`config.mk`:
```
export PLATFORM = sky130hd
export DESIGN_NAME = fixed_point_multiply
export DESIGN_NICKNAME = d
export VERILOG_FILES = /design/src/rtl/fxp_pkg.sv /design/src/rtl/fxp_sat_trunc.sv /design/src/rtl/fixed_point_multiply.sv
export SDC_FILE = /design/constraint.sdc
export NUM_CORES = 1
export LEC_CHECK = 0
export CORE_MARGIN = 2
export CORE_UTILIZATION = 30
export CTS_CLUSTER_SIZE = 25
export DETAILED_ROUTE_END_ITERATION = 7
export PLACE_DENSITY_LB_ADDON = 0.08
export SLEW_MARGIN = 10
export SYNTH_ARGS = -nofsm -noshare
export SYNTH_HDL_FRONTEND = slang
export SYNTH_SLANG_ARGS = --single-unit
```
`constraint.sdc`:
```
create_clock -name clk -period 21.9 [get_ports clk]
set_input_delay 3.285 -clock clk [delete_from_list [all_inputs] [get_ports clk]]
set_output_delay 3.285 -clock clk [all_outputs]
set_load 0.05 [all_outputs]
```
`src/rtl/fxp_pkg.sv`:
```
// Shared definitions for the 20-bit sign-magnitude fixed-point datapath.
// Word layout: sign at the MSB, INT_BITS integer bits, FRAC_BITS fraction bits.
package fxp_pkg;

    localparam int BITSIZE   = 20;
    localparam int FRAC_BITS = 15;
    localparam int INT_BITS  = BITSIZE - 1 - FRAC_BITS;
    localparam int MAG_W     = BITSIZE - 1;
    localparam int PROD_W    = 2 * MAG_W;

    localparam logic [MAG_W-1:0] MAG_MAX = {MAG_W{1'b1}};

    typedef logic [BITSIZE-1:0] fxp_t;
    typedef logic [MAG_W-1:0]   mag_t;
    typedef logic [PROD_W-1:0]  prod_t;

endpackage

```
`src/rtl/fxp_sat_trunc.sv`:
```
// Turns a full-width unsigned magnitude product plus a sign into a fixed-point word:
// drops the extra fraction bits (toward zero), saturates, and never emits negative zero.
module fxp_sat_trunc
    import fxp_pkg::*;
(
    input  prod_t product,
    input  logic  sign,
    output fxp_t  word,
    output logic  overflow
);

    prod_t shifted_s;
    mag_t  mag_s;
    logic  ovf_s;

    // Truncate, clamp to full scale, and clear the sign on a zero magnitude.
    always_comb begin
        shifted_s = product >> FRAC_BITS;
        ovf_s     = (shifted_s > PROD_W'(MAG_MAX));
        if (ovf_s) begin
            mag_s = MAG_MAX;
        end else begin
            mag_s = shifted_s[MAG_W-1:0];
        end
        if (mag_s == {MAG_W{1'b0}}) begin
            word = {BITSIZE{1'b0}};
        end else begin
            word = {sign, mag_s};
        end
        overflow = ovf_s;
    end

endmodule

```
`src/rtl/fixed_point_multiply.sv`:
```
// Registered sign-magnitude fixed-point multiplier, one result per cycle, latency one.
// C and overflow keep their last value while no new operand pair is presented.
module fixed_point_multiply
    import fxp_pkg::*;
(
    input  logic clk,
    input  logic rst,
    input  logic in_valid,
    input  fxp_t A,
    input  fxp_t B,
    output fxp_t C,
    output logic out_valid,
    output logic overflow
);

    prod_t product_s;
    logic  sign_s;
    fxp_t  word_s;
    logic  ovf_s;

    fxp_t  c_r;
    logic  out_valid_r;
    logic  overflow_r;

    // Magnitudes multiply unsigned; the sign is handled separately.
    assign product_s = PROD_W'(A[MAG_W-1:0]) * PROD_W'(B[MAG_W-1:0]);
    assign sign_s    = A[BITSIZE-1] ^ B[BITSIZE-1];

    fxp_sat_trunc u_sat_trunc (
        .product  (product_s),
        .sign     (sign_s),
        .word     (word_s),
        .overflow (ovf_s)
    );

    // Output register: capture on in_valid, otherwise hold data and drop valid.
    always_ff @(posedge clk) begin
        if (rst) begin
            c_r         <= {BITSIZE{1'b0}};
            out_valid_r <= 1'b0;
            overflow_r  <= 1'b0;
        end else if (in_valid) begin
            c_r         <= word_s;
            out_valid_r <= 1'b1;
            overflow_r  <= ovf_s;
        end else begin
            out_valid_r <= 1'b0;
        end
    end

    assign C         = c_r;
    assign out_valid = out_valid_r;
    assign overflow  = overflow_r;

endmodule

```
# --- Word-level counts from Yosys, hierarchy flattened ---
# Index checks and enable logic that the tools add are counted.
op_classes:
  n_reduce_logical: 1
  n_mux: 3
  n_mul: 1
  bitwise_logic: 1
  order_cmp: 1
ops:
  columns: ["operator", "n"]
  rows:
  - ["$mul 19x19->38", 1]
  - ["$gt 23x19->1 const B", 1]
  - ["$mux 20", 1]
  - ["$logic_not 19->1", 1]
  - ["$mux 19", 1]
  - ["$mux 1", 1]
  - ["$xor 1x1->1", 1]
word_totals:
  reg_bits: 22
  in_bits: 43
  elab_cells: 10
  output_inout_bits: 22

# --- Logic depth before layout (Yosys ltp) ---
logic_depth:
  depth_word: 5
  mapped_depth: 25
  depth_no_buf: 23

# --- Hierarchy ---
# From an unflattened synthesis, not the netlist that was laid out.
unflattened:
  hier_cells: 1472
  area_unflattened_um2: 12919.9
by_module_without_submodules:
  columns: ["mod", "n_inst", "seq_area_each_um2", "area_per_inst_um2", "cells_each"]
  rows:
  - ["fixed_point_multiply", 1, 440.4, 12723.5, 1441]
  - ["fxp_sat_trunc", 1, 0.0, 196.4, 31]

# --- Least setup slack after synthesis ---
# OpenSTA, ideal clock, no wires.
synth_timing:
  path_kind: "in2reg"
  start: "input port A[10]"
  end: "register c_r[19] (netlist: C[19])"
  path_buffers: 2
  arrival_ns: 9.240
  cell_stages: 22
  setup_slack_ns: 12.538
  setup_time_ns: 0.122
  required_time_ns: 21.778
  cell_sequence: "clkbuf_1 -> clkbuf_1 -> nand2_1 -> fa_1 -> fa_1 -> fa_1 -> fa_1 -> inv_1 -> fa_1 -> inv_1 -> fa_1 -> inv_1 -> ha_1 -> a21oi_2 -> o211ai_2 -> nor2_4 -> a21oi_1 -> or3_1 -> a2111o_1 -> nor4_2 -> nand4_1 -> o311a_1"
synth_via:
  elab_chain_cells: 5
synth_lines:
  columns: ["element", "line", "rtl"]
  rows:
  - ["start, declared", "fixed_point_multiply.sv:9", "input fxp_t A,"]
  - ["$mul 19x19->38 (*)", "fixed_point_multiply.sv:26", "assign product_s = PROD_W'(A[MAG_W-1:0]) * PROD_W'(B[MAG_W-1:0]);"]
  - ["$gt 23x19->1", "fxp_sat_trunc.sv:19", "ovf_s = (shifted_s > PROD_W'(MAG_MAX));"]
  - ["$mux 19 (*)", "fxp_sat_trunc.sv:20", "if (ovf_s) begin"]
  - ["$logic_not 19->1 (*)", "fxp_sat_trunc.sv:25", "if (mag_s == {MAG_W{1'b0}}) begin"]
  - ["$mux 20 (*)", "fxp_sat_trunc.sv:25", null]
  - ["end signal, assigned", "fixed_point_multiply.sv:39", "c_r <= {BITSIZE{1'b0}};"]
  - ["end signal, assigned", "fixed_point_multiply.sv:43", "c_r <= word_s;"]
  - ["end, declared", "fixed_point_multiply.sv:21", "fxp_t c_r;"]
# Every way passes the cells marked *; elsewhere a longest branch is shown, timed or not.
# A chain may end at the register's enable or synchronous reset.

# --- Worst setup path after layout ---
layout_timing:
  start: "input port A[7]"
  end: "register c_r[19] (netlist: C[19])"
# Same word-level chain as after synthesis.

==> flow_metrics.env <==
export IMPL_grt_total_usage_pct=17.7
export IMPL_first_pass_iters=5
export IMPL_ys_warn_count=0
export IMPL_fmax_mhz=92.8
export IMPL_syn_instance_count=1524
export IMPL_cts_sinks=22
export IMPL_drc=0
export IMPL_initial_core_util_pct=30.4
export IMPL_maxCapViolCount=0
export IMPL_fin_ws_ns=11.12
export IMPL_cp_buffers_inverters=6
export IMPL_gp_congestion=0.781
export IMPL_numCtsBuffers=3
export IMPL_dp_slack_ns=10.85
export IMPL_place_inst=2112
export IMPL_min_period_ns=10.78
export IMPL_clk_pin_slew_ns=0.06
export IMPL_path_class="in -> reg"
export IMPL_post_cts_buffers=0
export IMPL_end_kind="flip-flop"
export IMPL_ys_ff_latch=22
export IMPL_path_cells="clkdlybuf4s50_1 -> nand2_1 -> fa_1 -> inv_1 -> fa_1 -> inv_1 -> fa_1 -> inv_1 -> fa_1 -> fa_1 -> inv_1 -> fa_1 -> inv_1 -> ha_1 -> a21oi_1 -> o21ai_0 -> a31oi_1 -> nand2_1 -> o311ai_1 -> o211ai_1 -> nor4_1 -> nand4_1 -> o311a_1"
export IMPL_wire_per_inst_um=17.7
export IMPL_cts_resized=0
export IMPL_slew_headroom_pct=31.3
export IMPL_avgSynthCellArea_um2=8.57
export IMPL_drtIter0Drc=392
export IMPL_setup_tns_ns=0
export IMPL_worst_slew_pin_slew_ns=1.03
export IMPL_yosys_top_cells_area="fa_1, ha_1, inv_1, and2_1, nand2_1"
export IMPL_design_core_area_um2=43000
export IMPL_final_layout_size_suffix_gt1_share_pct=2.35
export IMPL_first_global_vias=11200
export IMPL_max_clock_path_buffers=2
export IMPL_grt_max_degree=45
export IMPL_cp_required_ns=22.04
export IMPL_num_nets_final=1981
export IMPL_crit_cells=23
export IMPL_die_area_um2=45200
export IMPL_io_buffers=64
export IMPL_postCtsHoldBufs=0
export IMPL_rows=76
export IMPL_rsz0062_at_grt="false"
export IMPL_synthMostInstantiatedCell="inv_1"
export IMPL_hold_depth=2
export IMPL_vias_per_cell=4.65
export IMPL_ant_nets=0
export IMPL_hold_ws_ns=0.494
export IMPL_cts_max_level=1
export IMPL_ys_flop_type="dfxtp_1"
export IMPL_crit_slowest_cell="clkdlybuf4s50_1"
export IMPL_hold_path_class="reg -> reg"
export IMPL_ff2ff_path_depth=3
export IMPL_cp_top_family="adder cells"
export IMPL_maxSlewViolCount=0
export IMPL_grt_ovfl_total=0
export IMPL_synth_edf_count=0
export IMPL_cpPeakStageDelay_ns=1.13
export IMPL_setup_viol=0
export IMPL_cts_root_buf="clkbuf_16"
export IMPL_ys_types=68
export IMPL_syn_nets=1973
export IMPL_yosysTopAreaCell="fa_1"
export IMPL_skew_ns=0
export IMPL_drt_total_wl_um=37400
export IMPL_period_share_pct=49.2
export IMPL_synth_top_area_share_pct=44.0
export IMPL_num_vias=9832
export IMPL_ios=65
export IMPL_antenna_found_initial=1
export IMPL_worst_ep_arrival_time_ns=10.92
export IMPL_area_growth_pct=9.28
export IMPL_start_kind="primary input"
export IMPL_hold_viol_final=0
export IMPL_finalNonFillerCells=2116
export IMPL_cp_common_cell="fa_1"
export IMPL_yosys_top_cells_count="inv_1, fa_1, nand2_1, and2_1, ha_1"
export IMPL_path_max_fanout=19
export IMPL_synth_seq_area_share_pct=3.37
export IMPL_synth_cell_area_um2=13100
export IMPL_die_w_um=213
export IMPL_die_y_um=213
export IMPL_grt_pass1_wl_um=61800
export IMPL_cts_tree="done"
export IMPL_status="finished, final reports clean"
export IMPL_num_antenna_cells=0
export IMPL_post_dp_hpwl_um=31000
export IMPL_synthArstFlopShare_pct=0
export IMPL_clk_insertion_delay_late_ns=0.25
[cell families after synthesis]
| group | Yosys count | synth area share (%) |
|---|---|---|
| xor gates and xnor gates | 15 | 1.01 |
| buffers and inverters | 421 | 12.4 |
| muxes | 3 | 0.240 |
| AOI/OAI and AO/OA | 164 | 8.56 |
| and+or+nand+nor | 493 | 19.0 |
| DFF | 22 | 3.37 |
| adders and majority gates | 406 | 55.4 |
[flip-flops by register name, indices dropped and copies added (netlist names)]
signal,count
C,20
overflow,1
out_valid,1
[layout make-up]
type	count	area (um^2)
fill	4630	28700
multi-input combinational	1081	11000
tap	585	732
clock buffer	4	88.8
timing repair buffer	70	686
inverter	354	1330
sequential	22	440
[through the flow]
step           instance area (um^2)  util [%]
3_5_place_dp                  14200      33.0
3_3_place_gp                  14200      33.0
4_1_cts                       14300      33.2
6_report                      14300      33.2
2_1_floorplan                 13100         -
5_1_grt                       14300      33.2
[tightest hold or removal path, cell delays in order (launching register included)]
cell and delay [ns]:
dfxtp_1 0.31, nor2_1 0.08, a211oi_1 0.05
[cell usage in the layout, fill, tap and decap left out, drive strengths merged, types with 10 or more instances in the layout]
cell and count:
nor3 13, dfxtp 22, fa 287, xnor2 13
a31oi 13, o21ai 36, clkdlybuf4s50 64, nor2 41
a21oi 44, inv 354, ha 119, nand4 10
nand2 205, and2 196
[worst paths after layout]
kind	startpoint	slack, ns	endpoint
max	A[7]	11.12	C[19]$_SDFFE_PP0P_
min	C[14]$_SDFFE_PP0P_	0.49	C[14]$_SDFFE_PP0P_
max reg2reg	C[19]$_SDFFE_PP0P_	21.01	C[19]$_SDFFE_PP0P_
min reg2reg	C[14]$_SDFFE_PP0P_	0.49	C[14]$_SDFFE_PP0P_
[routing by layer]
| layer | wire length, um | vias to the layer above | GRT usage, % | part of all wire (%) |
|---|---|---|---|---|
| li1 | - | 4624 | - | - |
| met1 | 17000 | 5060 | 23.3 | 46 |
| met2 | 19200 | 117 | 32.9 | 51 |
| met3 | 708 | 29 | 0.783 | 1.9 |
| met4 | 491 | 2 | 2.19 | 1.3 |
| met5 | 12 | - | 0 | 0.032 |
Power is left out: the tool's default activity adds up to more than one toggle a clock period on the data nets, which glitch-free logic cannot reach.
